[src/rtl/ft232r_fifo_hs.sv]
// FT232R UART bridge: 8N1 RX/TX with per-direction byte FIFOs, RTS/CTS flow control
// and 4-phase req/ack word interfaces toward the command and response logic.
module ft232r_fifo_hs #(
  parameter int unsigned P_CLK_FREQ_HZ = 100000000,
  parameter int unsigned P_BAUD_RATE   = 3000000,
  parameter int unsigned P_WORD_BYTES  = 1,
  parameter int unsigned P_DEPTH       = 16,
  parameter int unsigned P_CTS_MARGIN  = 4,
  parameter int unsigned P_TX_FLOW     = 1
) (
  input  logic                        clk,
  input  logic                        rst,
  input  logic                        txd,
  output logic                        rxd,
  input  logic                        rts_n,
  output logic                        cts_n,
  input  logic                        rsp_req,
  output logic                        rsp_ack,
  input  logic [8*P_WORD_BYTES-1:0]   rsp_data,
  output logic                        cmd_req,
  input  logic                        cmd_ack,
  output logic [8*P_WORD_BYTES-1:0]   cmd_data,
  output logic [$clog2(P_DEPTH):0]    rx_level,
  output logic                        overflow,
  output logic                        frame_err
);

  localparam int unsigned BitN = P_CLK_FREQ_HZ / P_BAUD_RATE;
  localparam int unsigned CW   = $clog2(BitN + 1);
  localparam int unsigned AW   = $clog2(P_DEPTH);
  localparam int unsigned LW   = AW + 1;
  localparam int unsigned WW   = 8 * P_WORD_BYTES;

  localparam logic [CW-1:0] CntLast  = CW'(BitN - 1);
  localparam logic [CW-1:0] CntHalf  = CW'(BitN / 2 - 1);
  localparam logic [LW-1:0] LvlFull  = LW'(P_DEPTH);
  localparam logic [LW-1:0] LvlCts   = LW'(P_DEPTH - P_CTS_MARGIN);
  localparam logic [LW-1:0] LvlWord  = LW'(P_WORD_BYTES);
  localparam logic [LW-1:0] LvlTxMax = LW'(P_DEPTH - P_WORD_BYTES);
  localparam logic [2:0]    IdxLast  = 3'(P_WORD_BYTES - 1);

  typedef enum logic [1:0] {RxIdle, RxStart, RxData, RxStop} rx_state_e;
  typedef enum logic [1:0] {CmdIdle, CmdLoad, CmdReq, CmdWack} cmd_state_e;
  typedef enum logic [1:0] {RspIdle, RspWspace, RspPush, RspAck} rsp_state_e;

  // Input synchronisers
  logic txd_meta_q, txd_sync_q, txd_prev_q, rts_meta_q, rts_sync_q;

  // UART receiver
  rx_state_e     rx_state_q, rx_state_d;
  logic [CW-1:0] rx_cnt_q, rx_cnt_d;
  logic [2:0]    rx_bit_q, rx_bit_d;
  logic [7:0]    rx_sh_q, rx_sh_d;
  logic          rx_push, overflow_q, overflow_d, frame_err_q, frame_err_d;

  // RX FIFO
  logic [7:0]    rx_mem [P_DEPTH];
  logic [AW-1:0] rx_wptr_q, rx_rptr_q;
  logic [LW-1:0] rx_count_q, rx_count_d;
  logic          rx_pop, rx_wr_ok;
  logic [7:0]    rx_rdata;
  logic          cts_n_q;

  // Command word FSM
  cmd_state_e    cmd_state_q, cmd_state_d;
  logic [2:0]    cmd_idx_q, cmd_idx_d;
  logic [WW-1:0] cmd_data_q, cmd_data_d;

  // Response word FSM
  rsp_state_e    rsp_state_q, rsp_state_d;
  logic [2:0]    rsp_idx_q, rsp_idx_d;
  logic [WW-1:0] rsp_word_q, rsp_word_d;
  logic          rsp_req_prev_q;
  logic          tx_push;
  logic [7:0]    tx_wdata;

  // TX FIFO and serializer
  logic [7:0]    tx_mem [P_DEPTH];
  logic [AW-1:0] tx_wptr_q, tx_rptr_q;
  logic [LW-1:0] tx_count_q, tx_count_d;
  logic          tx_pop, tx_flow_ok, tx_end;
  logic [7:0]    tx_rdata;
  logic          tx_busy_q, tx_busy_d;
  logic [CW-1:0] tx_cnt_q, tx_cnt_d;
  logic [3:0]    tx_bit_q, tx_bit_d;
  logic [9:0]    tx_sh_q, tx_sh_d;

  assign rx_rdata = rx_mem[rx_rptr_q];
  assign tx_rdata = tx_mem[tx_rptr_q];
  // A full FIFO can still take a byte in the same cycle the command FSM pops one.
  assign rx_wr_ok = (rx_count_q != LvlFull) || rx_pop;

  always_comb begin
    rx_state_d  = rx_state_q;
    rx_cnt_d    = rx_cnt_q;
    rx_bit_d    = rx_bit_q;
    rx_sh_d     = rx_sh_q;
    rx_push     = 1'b0;
    overflow_d  = overflow_q;
    frame_err_d = frame_err_q;
    unique case (rx_state_q)
      RxIdle: begin
        if (txd_prev_q && !txd_sync_q) begin
          rx_state_d = RxStart;
          rx_cnt_d   = '0;
        end
      end
      RxStart: begin
        if (rx_cnt_q == CntHalf) begin
          rx_cnt_d   = '0;
          rx_bit_d   = '0;
          rx_state_d = txd_sync_q ? RxIdle : RxData;
        end else begin
          rx_cnt_d = rx_cnt_q + 1'b1;
        end
      end
      RxData: begin
        if (rx_cnt_q == CntLast) begin
          rx_cnt_d = '0;
          rx_sh_d  = {txd_sync_q, rx_sh_q[7:1]};
          rx_bit_d = rx_bit_q + 1'b1;
          if (rx_bit_q == 3'd7) rx_state_d = RxStop;
        end else begin
          rx_cnt_d = rx_cnt_q + 1'b1;
        end
      end
      RxStop: begin
        if (rx_cnt_q == CntLast) begin
          rx_state_d = RxIdle;
          if (!txd_sync_q)   frame_err_d = 1'b1;
          else if (rx_wr_ok) rx_push     = 1'b1;
          else               overflow_d  = 1'b1;
        end else begin
          rx_cnt_d = rx_cnt_q + 1'b1;
        end
      end
      default: rx_state_d = RxIdle;
    endcase
  end

  always_comb begin
    cmd_state_d = cmd_state_q;
    cmd_idx_d   = cmd_idx_q;
    cmd_data_d  = cmd_data_q;
    rx_pop      = 1'b0;
    cmd_req     = 1'b0;
    unique case (cmd_state_q)
      CmdIdle: begin
        if (rx_count_q >= LvlWord) begin
          cmd_state_d = CmdLoad;
          cmd_idx_d   = '0;
        end
      end
      CmdLoad: begin
        rx_pop = 1'b1;
        for (int i = 0; i < int'(P_WORD_BYTES); i++) begin
          if (cmd_idx_q == 3'(i)) cmd_data_d[8*i +: 8] = rx_rdata;
        end
        if (cmd_idx_q == IdxLast) cmd_state_d = CmdReq;
        else                      cmd_idx_d   = cmd_idx_q + 1'b1;
      end
      CmdReq: begin
        cmd_req = 1'b1;
        if (cmd_ack) cmd_state_d = CmdWack;
      end
      CmdWack: begin
        if (!cmd_ack) cmd_state_d = CmdIdle;
      end
      default: cmd_state_d = CmdIdle;
    endcase
  end

  always_comb begin
    rsp_state_d = rsp_state_q;
    rsp_idx_d   = rsp_idx_q;
    rsp_word_d  = rsp_word_q;
    tx_push     = 1'b0;
    tx_wdata    = '0;
    rsp_ack     = 1'b0;
    unique case (rsp_state_q)
      RspIdle: begin
        if (rsp_req && !rsp_req_prev_q) begin
          rsp_word_d  = rsp_data;
          rsp_state_d = RspWspace;
        end
      end
      RspWspace: begin
        if (tx_count_q <= LvlTxMax) begin
          rsp_state_d = RspPush;
          rsp_idx_d   = '0;
        end
      end
      RspPush: begin
        tx_push = 1'b1;
        for (int i = 0; i < int'(P_WORD_BYTES); i++) begin
          if (rsp_idx_q == 3'(i)) tx_wdata = rsp_word_q[8*i +: 8];
        end
        if (rsp_idx_q == IdxLast) rsp_state_d = RspAck;
        else                      rsp_idx_d   = rsp_idx_q + 1'b1;
      end
      RspAck: begin
        rsp_ack = 1'b1;
        if (!rsp_req) rsp_state_d = RspIdle;
      end
      default: rsp_state_d = RspIdle;
    endcase
  end

  // The next byte is popped in the last cycle of the stop bit so frames run back-to-back.
  assign tx_flow_ok = (P_TX_FLOW == 0) || !rts_sync_q;
  assign tx_end     = tx_busy_q && (tx_cnt_q == CntLast) && (tx_bit_q == 4'd9);
  assign tx_pop     = (tx_count_q != '0) && tx_flow_ok && (!tx_busy_q || tx_end);

  always_comb begin
    tx_busy_d = tx_busy_q;
    tx_cnt_d  = tx_cnt_q;
    tx_bit_d  = tx_bit_q;
    tx_sh_d   = tx_sh_q;
    if (tx_pop) begin
      tx_busy_d = 1'b1;
      tx_cnt_d  = '0;
      tx_bit_d  = '0;
      tx_sh_d   = {1'b1, tx_rdata, 1'b0};
    end else if (tx_busy_q) begin
      if (tx_cnt_q == CntLast) begin
        tx_cnt_d = '0;
        if (tx_bit_q == 4'd9) begin
          tx_busy_d = 1'b0;
        end else begin
          tx_bit_d = tx_bit_q + 1'b1;
          tx_sh_d  = {1'b1, tx_sh_q[9:1]};
        end
      end else begin
        tx_cnt_d = tx_cnt_q + 1'b1;
      end
    end
  end

  always_comb begin
    rx_count_d = rx_count_q;
    case ({rx_push, rx_pop})
      2'b10:   rx_count_d = rx_count_q + 1'b1;
      2'b01:   rx_count_d = rx_count_q - 1'b1;
      default: rx_count_d = rx_count_q;
    endcase
    tx_count_d = tx_count_q;
    case ({tx_push, tx_pop})
      2'b10:   tx_count_d = tx_count_q + 1'b1;
      2'b01:   tx_count_d = tx_count_q - 1'b1;
      default: tx_count_d = tx_count_q;
    endcase
  end

  always_ff @(posedge clk) begin
    if (rx_push) rx_mem[rx_wptr_q] <= rx_sh_q;
    if (tx_push) tx_mem[tx_wptr_q] <= tx_wdata;
  end

  always_ff @(posedge clk or posedge rst) begin
    if (rst) begin
      txd_meta_q     <= 1'b1;
      txd_sync_q     <= 1'b1;
      txd_prev_q     <= 1'b1;
      rts_meta_q     <= 1'b1;
      rts_sync_q     <= 1'b1;
      rx_state_q     <= RxIdle;
      rx_cnt_q       <= '0;
      rx_bit_q       <= '0;
      rx_sh_q        <= '0;
      overflow_q     <= 1'b0;
      frame_err_q    <= 1'b0;
      rx_wptr_q      <= '0;
      rx_rptr_q      <= '0;
      rx_count_q     <= '0;
      cts_n_q        <= 1'b0;
      cmd_state_q    <= CmdIdle;
      cmd_idx_q      <= '0;
      cmd_data_q     <= '0;
      rsp_state_q    <= RspIdle;
      rsp_idx_q      <= '0;
      rsp_word_q     <= '0;
      rsp_req_prev_q <= 1'b0;
      tx_wptr_q      <= '0;
      tx_rptr_q      <= '0;
      tx_count_q     <= '0;
      tx_busy_q      <= 1'b0;
      tx_cnt_q       <= '0;
      tx_bit_q       <= '0;
      tx_sh_q        <= '1;
    end else begin
      txd_meta_q     <= txd;
      txd_sync_q     <= txd_meta_q;
      txd_prev_q     <= txd_sync_q;
      rts_meta_q     <= rts_n;
      rts_sync_q     <= rts_meta_q;
      rx_state_q     <= rx_state_d;
      rx_cnt_q       <= rx_cnt_d;
      rx_bit_q       <= rx_bit_d;
      rx_sh_q        <= rx_sh_d;
      overflow_q     <= overflow_d;
      frame_err_q    <= frame_err_d;
      if (rx_push) rx_wptr_q <= rx_wptr_q + 1'b1;
      if (rx_pop)  rx_rptr_q <= rx_rptr_q + 1'b1;
      rx_count_q     <= rx_count_d;
      cts_n_q        <= (rx_count_q >= LvlCts);
      cmd_state_q    <= cmd_state_d;
      cmd_idx_q      <= cmd_idx_d;
      cmd_data_q     <= cmd_data_d;
      rsp_state_q    <= rsp_state_d;
      rsp_idx_q      <= rsp_idx_d;
      rsp_word_q     <= rsp_word_d;
      rsp_req_prev_q <= rsp_req;
      if (tx_push) tx_wptr_q <= tx_wptr_q + 1'b1;
      if (tx_pop)  tx_rptr_q <= tx_rptr_q + 1'b1;
      tx_count_q     <= tx_count_d;
      tx_busy_q      <= tx_busy_d;
      tx_cnt_q       <= tx_cnt_d;
      tx_bit_q       <= tx_bit_d;
      tx_sh_q        <= tx_sh_d;
    end
  end

  // Idle line is high; reset clears tx_busy_q asynchronously so rxd recovers at once.
  assign rxd       = tx_busy_q ? tx_sh_q[0] : 1'b1;
  assign cts_n     = cts_n_q;
  assign cmd_data  = cmd_data_q;
  assign rx_level  = rx_count_q;
  assign overflow  = overflow_q;
  assign frame_err = frame_err_q;

endmodule
[config.mk]
export PLATFORM = sky130hd
export DESIGN_NAME = ft232r_fifo_hs
export DESIGN_NICKNAME = d
export VERILOG_FILES = /design/src/rtl/ft232r_fifo_hs.sv
export SDC_FILE = /design/constraint.sdc
export NUM_CORES = 1
export LEC_CHECK = 0
export BUFFER_PORTS_ARGS = -buffer_cell sky130_fd_sc_hd__buf_2
export CAP_MARGIN = 20
export CORE_MARGIN = 2
export CORE_UTILIZATION = 50
export DETAILED_ROUTE_END_ITERATION = 10
export PLACE_DENSITY_LB_ADDON = 0.05
export SETUP_SLACK_MARGIN = 0.3
export SLEW_MARGIN = 20
export SYNTH_ARGS = -nofsm -noshare
export SYNTH_HDL_FRONTEND = slang
export SYNTH_SLANG_ARGS = --single-unit
export TNS_END_PERCENT = 20
[constraint.sdc]
create_clock -name clk -period 7.25 [get_ports clk]
set_input_delay 1.45 -clock clk [delete_from_list [all_inputs] [get_ports clk]]
set_output_delay 1.45 -clock clk [all_outputs]
set_load 0.03 [all_outputs]
==> impl_metrics.tcl, run 1 <==
set metrics [dict create \
    reg2reg_from "tx_cnt_q[0]" \
    gp_congestion 0.743 \
    hp-start "rts_meta_q" \
    htree_levels 2 \
    final_max_slew_viol_count 0 \
    cts_root_buf "clkbuf_16" \
    drtAntennaViolNets 0 \
    fill_cells 2304 \
    synth_top_area_share 0.517 \
    num_rows 63 \
    cp_max_fo 18 \
    area_growth_pct 12.2 \
    hold_class "reg -> reg" \
    synth_seq_cells 356 \
    cts_hold_buf 0 \
    clk_pin_slew_ps 60 \
    vias 7735 \
    worstHoldEndpoint "rts_sync_q" \
    clock_latency_ps 510 \
    syn_area_um2 14900 \
    yosys.area_share.simple 0.0664 \
    finalCritPeriodShare 0.461 \
    period_minus_slack_ps 3350 \
    grt-ovfl-total 0 \
    wl_per_cell_um 20.8 \
    vias_per_cell 5.63 \
    max_clock_freq_ghz 0.299 \
    remaining_drc_errors 0 \
    required_ps 7690 \
    synth_cell_types 58 \
    antenna_found_initial 0 \
    layout-drive-gt1-share 0.209 \
    ioPinCount 33 \
    cp_slowest_stage_delay_ps 440 \
    synthCells 910 \
    worstSetupPathDepth 14 \
    numCtsBuffers 38 \
    grt_pass1_vias 8255 \
    wl_um 28500 \
    start_util 0.505 \
    powerDensity_nw_per_um2 363 \
    syn_avg_cell_area_um2 16.3 \
    clock_sinks 356 \
    core_um2 29500 \
    synthXorXnorAreaFrac 0.0159 \
    die_w_um 176 \
    critPathTopFamily "compound AO/OA/AOI/OAI gates" \
    crit_path_end_kind "register" \
    nets 1008 \
    cp_cell_sequence "inv_1, ha_1, nand4bb_1, o31ai_1, nand2_2, inv_2, ha_1, xor2_1, ha_1, a21o_1, a22oi_1, o221a_2, nor2_1, xor2_1" \
    dp_hpwl_um 18400 \
    post_cts_buffers 0 \
    synthAdderAreaFrac 0.0336 \
    cts_tree "yes" \
    finClkSkew_ps 10.7 \
    rrSetupSlack_ps 3900 \
    synth_area_leaders "edfxtp_1, dfrtp_1, mux4_2" \
    synth_edf_count 256 \
    drv_cap 0 \
    rsz0062_at_grt "no" \
    hold_path_depth 0 \
    synthMuxAreaShare 0.127 \
    diodes 0 \
    yosys_warnings 0 \
    die_y_um 176 \
    synth.net_count 964 \
    final-hold-violation-count 0 \
    critPathLaunchType "register" \
    crit_top_cell "ha_1" \
    synth-compound-area-share 0.0519 \
    ys.flop_type "edfxtp_1" \
    async_reset_ff_frac 0.281 \
    r2r_end "tx_count_q[4]" \
    max_slew_margin 0.369 \
    crit_arrival_ps 3780 \
    run_status "completed" \
    grt_pass1_wl_um 45000 \
    p_leak_nw 5.93 \
    grt_usage 0.190 \
    path_buf_inv 2 \
    critPathSlowestCell "ha_1" \
    power_mw 6.06 \
    tns_ps 0 \
    tightest_slew_ps 944 \
    synth.yosys.seq_area_share 0.686 \
    r2r_cells 14 \
    yosysTopAreaCell "edfxtp_1" \
    drt-pass1-iter-count 5 \
    io_buffers 32 \
    cts_resized 0 \
    drtIter0Drc 512 \
    synth_top_family_by_area "multiplexers" \
    crit_type "reg -> reg" \
    design.die.area_um2 31100 \
    grt_max_degree 72 \
    setup_viol 0 \
    irDropWorstVdd_v 0.000207 \
    holdWs_ps 356 \
    clockBufferDepth 3 \
]
[through the flow]
step	utilization	cells	instance area, µm²	setup slack (ps)
floorplan	-	910	14900	3200
finish	0.566	1373	16700	3900
global placement	0.523	1304	15400	4110
global route	0.566	1373	16700	3600
CTS	0.566	1373	16700	3900
detailed placement	0.523	1304	15400	3910
[synthesized netlist by cell type, types with 2 or more instances]
| cell type | instances |
|---|---|
| mux2i_1 | 21 |
| a22oi_1 | 18 |
| nor2_1 | 42 |
| nand4b_1 | 2 |
| inv_1 | 32 |
| a21o_1 | 2 |
| nor4_1 | 2 |
| nand2b_1 | 6 |
| ha_1 | 40 |
| and2_1 | 27 |
| or3_1 | 2 |
| nand4_1 | 6 |
| nand2_1 | 51 |
| a21oi_1 | 22 |
| nor3_1 | 15 |
| nand3_1 | 12 |
| nand3b_1 | 3 |
| xnor2_1 | 14 |
| buf_2 | 12 |
| xor2_1 | 13 |
| o21ai_0 | 36 |
| a32oi_1 | 2 |
| nor4b_1 | 2 |
| nor2b_1 | 8 |
| a31oi_1 | 11 |
| o22ai_1 | 3 |
| nor3b_1 | 2 |
| buf_4 | 3 |
| dfrtp_1 | 86 |
| dfstp_2 | 14 |
| edfxtp_1 | 256 |
| nand2_2 | 2 |
| buf_1 | 5 |
| a2bb2oi_1 | 4 |
| clkbuf_1 | 12 |
| a21boi_0 | 2 |
| a22o_1 | 5 |
| and3_1 | 3 |
| nand4bb_1 | 2 |
| mux4_2 | 64 |
| mux2_2 | 21 |
| o31ai_1 | 9 |
[area by class of cell]
| cell class | count | area, µm² | area share |
|---|---|---|---|
| Clock buffer | 49 | 1030 | 0.0619 |
| Clock inverter | 20 | 223 | 0.0133 |
| Inverter | 34 | 130 | 0.00780 |
| Multi-Input combinational cell | 487 | 4400 | 0.264 |
| Sequential cell | 356 | 10200 | 0.612 |
| Tap cell | 390 | 488 | 0.0292 |
| Timing Repair Buffer | 37 | 198 | 0.0118 |
[state kept, by name, indices dropped and copies added, names as in the netlist, 6 cells and up, named ones only]
signal	count
rx_mem	128
rx_cnt_q	6
rx_sh_q	8
tx_sh_q	9
tx_cnt_q	6
tx_mem	128
rsp_word_q	8
cmd_data	8
[cells in the final DEF, fill, tap and decap left out, types with 3 or more instances in the layout]
cell and instances:
a21oi_1 22, a22o_1 5, a22oi_1 18, a2bb2oi_1 4, a31oi_1 11, and2_1 27, and3_1 3, buf_2 32
buf_4 5, bufinv_16 5, clkbuf_1 8, clkbuf_16 39, clkinv_1 8, clkinv_2 6, dfrtp_1 83, dfrtp_2 3
dfstp_2 14, edfxtp_1 256, ha_1 40, inv_1 31, mux2_2 21, mux2i_1 21, mux4_2 64, nand2_1 51
nand2b_1 6, nand3_1 12, nand3b_1 3, nand4_1 6, nor2_1 42, nor2b_1 8, nor3_1 11, nor3_2 4
o21ai_0 36, o22ai_1 3, o31ai_1 9, xnor2_1 14, xor2_1 13
[metal layers]
| metal | vias up | wire, µm | global-route usage |
|---|---|---|---|
| met5 | - | 0 | 0 |
| met1 | 3936 | 11300 | 0.231 |
| met3 | 46 | 1060 | 0.0243 |
| met4 | 0 | 700 | 0.0623 |
| met2 | 169 | 15500 | 0.348 |
| li1 | 3584 | - | - |
[how the worst max path moves through the flow]
stage	slack, ps	from	end
after floorplan	3200	rst	async pin
after global placement	4110	tx_cnt_q[0]	tx_count_q[4]
after detailed placement	3910	tx_cnt_q[0]	tx_count_q[4]
after CTS	3900	tx_cnt_q[0]	tx_count_q[4]
after global routing	3600	tx_cnt_q[0]	tx_count_q[4]
final	3900	tx_cnt_q[0]	tx_count_q[4]
[logic make-up (layout without fill, tap and decap cells)]
| kind of cell | Yosys count | count (layout) |
|---|---|---|
| flip-flops | 356 | 356 |
| AND/OR/NAND/NOR | 192 | 192 |
| AO/OA/AOI/OAI | 122 | 122 |
| multiplexers | 106 | 106 |
| buffers and inverters | 67 | 140 |
| adder cells (fa/ha/maj) | 40 | 40 |
| XOR/XNOR | 27 | 27 |
[power breakdown]
group	switching (mW)	total [mW]	leakage, nW	internal, mW
registers	0.218	2.72	3.49	2.50
logic	0.827	1.40	1.83	0.577
clock network	0.752	1.94	0.614	1.18
(Power assumes the default switching activity.)
==> run 2: changes to the inputs <==
==> constraint.sdc (replaced) <==
create_clock -name clk -period 3.37 [get_ports clk]
set_input_delay 0.674 -clock clk [delete_from_list [all_inputs] [get_ports clk]]
set_output_delay 0.674 -clock clk [all_outputs]
set_load 0.03 [all_outputs]
==> impl_metrics.tcl, run 2 (same netlist as run 1, synthesis figures left out) <==
set metrics [dict create \
    vias_per_cell 5.65 \
    core_um2 29500 \
    critPathLaunchType "register" \
    dp_cells 1325 \
    clock_sinks 356 \
    r2r_cells 7 \
    cts_tree "yes" \
    antenna_found_initial 0 \
    cts_hold_buf 0 \
    period_minus_slack_ps 2790 \
    reg2reg_from "rx_cnt_q[0]" \
    die_y_um 176 \
    rsz0062_at_grt "no" \
    required_ps 3510 \
    area_growth_pct 13.1 \
    crit_arrival_ps 2930 \
    crit_path_end_kind "register" \
    cts_root_buf "clkbuf_16" \
    vias 7896 \
    htree_levels 2 \
    hold_class "in -> reg" \
    r2r_end "rx_mem[10][7]" \
    grt_pass1_wl_um 45800 \
    cp_cell_sequence "inv_1, ha_1, and4bb_1, nand4_2, nor3b_4, nand2_1, nor2_1" \
    final_cell_area_um2 16800 \
    fin_ws_ps 583 \
    finalCritPeriodShare 0.827 \
    clockBufferDepth 3 \
    wl_um 29000 \
    layout-drive-gt1-share 0.219 \
    nets 1031 \
    dpl_worst_slack_ps 338 \
    holdWs_ps 257 \
    ioPinCount 33 \
    power_mw 13.0 \
    rrSetupSlack_ps 580 \
    io_buffers 32 \
    worstHoldEndpoint "rts_meta_q" \
    hold_path_depth 1 \
    routed-wl-met2_um 15900 \
    drt-pass1-iter-count 5 \
    finalNonFillerCells 1398 \
    crit_type "reg -> reg" \
    routed-wl-met3_um 1040 \
    max_slew_margin 0.414 \
    grt_usage 0.191 \
    clock_latency_ps 520 \
    top_regs "rx_mem: 128 flops, tx_mem: 128 flops, tx_sh_q: 9 flops" \
    irDropWorstVdd_v 0.000413 \
    grt_pass1_vias 8421 \
    critPathSlowestCell "nor2_1" \
    placed_cell_area_um2 15600 \
    finClkSkew_ps 15.2 \
    setup_viol 0 \
    layout_commonest_cell "edfxtp_1" \
    final_util 0.571 \
    cp_slowest_stage_delay_ps 570 \
    cp_max_fo 9 \
    top_layer "met4" \
    design.die.area_um2 31100 \
    start_util 0.505 \
    p_leak_nw 6.01 \
    remaining_drc_errors 0 \
    powerDensity_nw_per_um2 771 \
    final_cell_mix "edfxtp_1, dfrtp_1, mux4_2" \
    drtIter0Drc 503 \
    numCtsBuffers 39 \
    grt_max_degree 45 \
    diodes 0 \
    final_max_slew_viol_count 0 \
    die_w_um 176 \
    max_clock_freq_ghz 0.359 \
    final-hold-violation-count 0 \
    dp_hpwl_um 19100 \
    grt-ovfl-total 0 \
    num_rows 63 \
    hp-start "rts_n" \
    tightest_slew_ps 877 \
    drtAntennaViolNets 0 \
    tns_ps 0 \
    clk_pin_slew_ps 60 \
    drv_cap 0 \
    drt-met1-wl_um 11600 \
    gp_congestion 0.758 \
    wl_per_cell_um 20.7 \
    run_status "completed" \
]
-- run 2: critical path: cells and delay by family (launching register included) --
kind	cells	cell delay, ps
fa+ha+maj	1	180
simple gates	5	1700
buf+inv	1	110
flops	1	400
-- run 2: layout make-up --
type | instances | area, µm²
Sequential cell | 356 | 10200
Clock buffer | 60 | 1090
Timing Repair Buffer | 59 | 388
Multi-Input combinational cell | 487 | 4400
Clock inverter | 12 | 125
Fill cell | 2319 | 12700
Tap cell | 390 | 488
Inverter | 34 | 131
-- run 2: report_power, final --
group | leakage, nW | switching [mW] | internal, mW
sequential | 3.49 | 0.647 | 5.38
combinational | 1.94 | 1.63 | 1.30
clock | 0.585 | 1.63 | 2.38
total | 6.01 | 3.91 | 9.06
-- run 2: worst max-delay path by stage --
stage                     to  slack (ps)   startpoint  cells past startpoint
6_report       rx_mem[10][7]         580  rx_cnt_q[0]                      7
5_1_grt        tx_count_q[4]         360  tx_cnt_q[0]                     14
4_1_cts        tx_count_q[4]         380  tx_cnt_q[0]                     14
3_5_place_dp   tx_count_q[4]         340  tx_cnt_q[0]                     14
3_3_place_gp   tx_count_q[4]         420  tx_cnt_q[0]                     14
2_1_floorplan  tx_count_q[4]         360  tx_cnt_q[0]                     16
-- run 2: routing by layer --
layer	vias to the layer above	track usage
met3	37	0.0286
li1	3636	-
met4	0	0.0441
met2	163	0.361
met5	-	0
met1	4060	0.231
-- run 2: what timing repair did --
action | CTS | global route
gates resized for setup | 1 | 2
endpoints found under the setup margin | 1 | 2
setup buffers | 0 | 1
==> run 3: changes to the inputs <==
--- a/config.mk
+++ b/config.mk
@@ -5,6 +5,7 @@
 export SDC_FILE = /design/constraint.sdc
 export NUM_CORES = 1
 export LEC_CHECK = 0
+export ABC_AREA = 1
 export BUFFER_PORTS_ARGS = -buffer_cell sky130_fd_sc_hd__buf_2
 export CAP_MARGIN = 20
 export CORE_MARGIN = 2
==> constraint.sdc (replaced) <==
create_clock -name clk -period 2.7 [get_ports clk]
set_input_delay 0.54 -clock clk [delete_from_list [all_inputs] [get_ports clk]]
set_output_delay 0.54 -clock clk [all_outputs]
set_load 0.03 [all_outputs]
==> impl_metrics.tcl, run 3 <==
set metrics [dict create \
    run_status "completed" \
    htree_levels 2 \
    layout_commonest_cell "nand2_1" \
    top_regs "rx_mem: 128 flops, tx_mem: 128 flops, tx_sh_q: 9 flops" \
    crit_type "reg -> reg" \
    dp_hpwl_um 21600 \
    gp_congestion 0.809 \
    cp_cell_sequence "inv_2, ha_4, nand3_4, nor2_4, nand2_4, a21oi_4, ha_4, xor2_2, ha_2, inv_1, nand2_2, nand2_2, o21ai_2, xor2_1, nand2_1, nand2_1" \
    irDropWorstVdd_v 0.000626 \
    ioPinCount 33 \
    num_rows 64 \
    synth_edf_count 256 \
    synth_seq_cells 356 \
    synth.most_common_cell "nand2_1" \
    p_leak_nw 7.15 \
    yosysTopAreaCell "edfxtp_1" \
    r2r_cells 16 \
    async_reset_ff_frac 0.281 \
    power_mw 18.3 \
    start_util 0.507 \
    grt_usage 0.215 \
    synth.net_count 1503 \
    synth_area_leaders "edfxtp_1, dfrtp_1, nand2_1" \
    syn_area_um2 15500 \
    drtAntennaViolNets 0 \
    max_clock_freq_ghz 0.420 \
    io_buffers 32 \
    powerDensity_nw_per_um2 1030 \
    r2r_end "tx_count_q[4]" \
    synth_cell_types 40 \
    dp_cells 1876 \
    drt-pass1-iter-count 6 \
    clock_latency_ps 520 \
    critPathSlowestCell "dfrtp_1" \
    final_cell_mix "nand2_1, edfxtp_1, nor2_1" \
    drtIter0Drc 821 \
    cts_tree "yes" \
    cp_max_fo 3 \
    layout-drive-gt1-share 0.136 \
    tns_ps 0 \
    area_growth_pct 14.4 \
    finalNonFillerCells 1952 \
    grt_pass1_vias 9900 \
    grt-ovfl-total 0 \
    placed_cell_area_um2 16400 \
    clock_sinks 356 \
    synthCells 1449 \
    vias_per_cell 5.20 \
    synth_top_area_share 0.496 \
    finClkSkew_ps 20.1 \
    antenna_found_initial 0 \
    rsz0062_at_grt "yes" \
    hold_class "in -> async" \
    cts_hold_buf 0 \
    die_w_um 180 \
    grt_pass1_wl_um 55200 \
    clk_pin_slew_ps 60 \
    period_minus_slack_ps 2380 \
    synthTopCellsByCount "nand2_1, edfxtp_1, nor2_1, nand3_1, o21ai_0" \
    vias 10100 \
    clockBufferDepth 3 \
    grt_max_degree 67 \
    fill_cells 2600 \
    cp_slowest_stage_delay_ps 410 \
    critPathLaunchType "register" \
    final_max_slew_viol_count 0 \
    synth.yosys.seq_area_share 0.658 \
    setup_viol 0 \
    required_ps 3150 \
    path_buf_inv 2 \
    critPathTopFamily "simple AND/OR/NAND/NOR gates" \
    cts_root_buf "clkbuf_16" \
    max_slew_margin 0.470 \
    diodes 0 \
    crit_arrival_ps 2830 \
    yosys_warnings 0 \
    final-hold-violation-count 0 \
    rrSetupSlack_ps 320 \
    nets 1582 \
    design.die.area_um2 32400 \
    drv_cap 0 \
    final_cell_area_um2 17700 \
    finalCritPeriodShare 0.881 \
    remaining_drc_errors 0 \
    die_y_um 180 \
    reg2reg_from "tx_cnt_q[1]" \
    core_um2 30600 \
    wl_um 34500 \
    syn_avg_cell_area_um2 10.7 \
    crit_path_end_kind "register" \
    ys.flop_type "edfxtp_1" \
    wl_per_cell_um 17.7 \
    numCtsBuffers 39 \
    tightest_slew_ps 795 \
]
[run 3: kinds of logic after synthesis]
logic type | Yosys count | synth area share
multiplexers | 7 | 0.00605
adder cells (fa/ha/maj) | 40 | 0.0323
buffers and inverters | 155 | 0.0429
flip-flops | 356 | 0.658
AND/OR/NAND/NOR | 699 | 0.188
AO/OA/AOI/OAI | 162 | 0.0559
XOR/XNOR | 30 | 0.0169
[run 3: worst register-to-register path, delay by kind of cell (launching register included)]
kind                     cells  cell delay [ps]
adder cells (fa/ha/maj)      3              520
AND/OR/NAND/NOR              7              550
flip-flops                   1              410
buffers and inverters        2              150
AO/OA/AOI/OAI                2              370
XOR/XNOR                     2              330
[run 3: worst max path at each step]
stage | from | end | slack [ps] | cells after the start
floorplan | tx_cnt_q[0] | tx_count_q[4] | 220 | 18
global route | tx_cnt_q[1] | tx_count_q[4] | 150 | 16
CTS | tx_cnt_q[0] | tx_count_q[4] | 310 | 16
finish | tx_cnt_q[1] | tx_count_q[4] | 320 | 16
detailed placement | tx_cnt_q[0] | tx_count_q[4] | 210 | 16
global placement | tx_cnt_q[0] | tx_count_q[4] | 280 | 16
[run 3: metal layers]
metal / up-vias / track usage / routed length (µm)
met4: 0 / 0.0474 / 596
met2: 209 / 0.335 / 15600
met3: 46 / 0.0329 / 1860
met5: - / 0 / 0
li1: 5033 / - / -
met1: 4856 / 0.323 / 16500
[run 3: timing repair]
| action | in CTS | in global routing |
|---|---|---|
| pin swaps | 0 | 8 |
| setup buffers | 0 | 7 |
| gates resized for setup | 3 | 16 |
| endpoints found under the setup margin | 1 | 3 |
[run 3: stage by stage]
step	setup WS [ps]	utilization	hold WS, ps
3_5_place_dp	207	0.535	348
4_1_cts	312	0.576	108
2_1_floorplan	219	-	345
5_1_grt	145	0.580	104
6_report	320	0.580	121
3_3_place_gp	278	0.535	348
[run 3: power breakdown]
group	internal [mW]	total, mW	switching [mW]
sequential	6.81	7.26	0.456
combinational	1.88	5.91	4.03
clock	3.09	5.15	2.06
total	11.8	18.3	6.55
[run 3: layout make-up]
class	count	area, µm²	share of cell area
sequential	356	10200	0.576
multi-input combinational	938	4710	0.266
clock buffer	57	1090	0.0617
timing repair buffer	95	708	0.0399
tap	396	495	0.0279
inverter	98	374	0.0211
clock inverter	12	139	0.00783
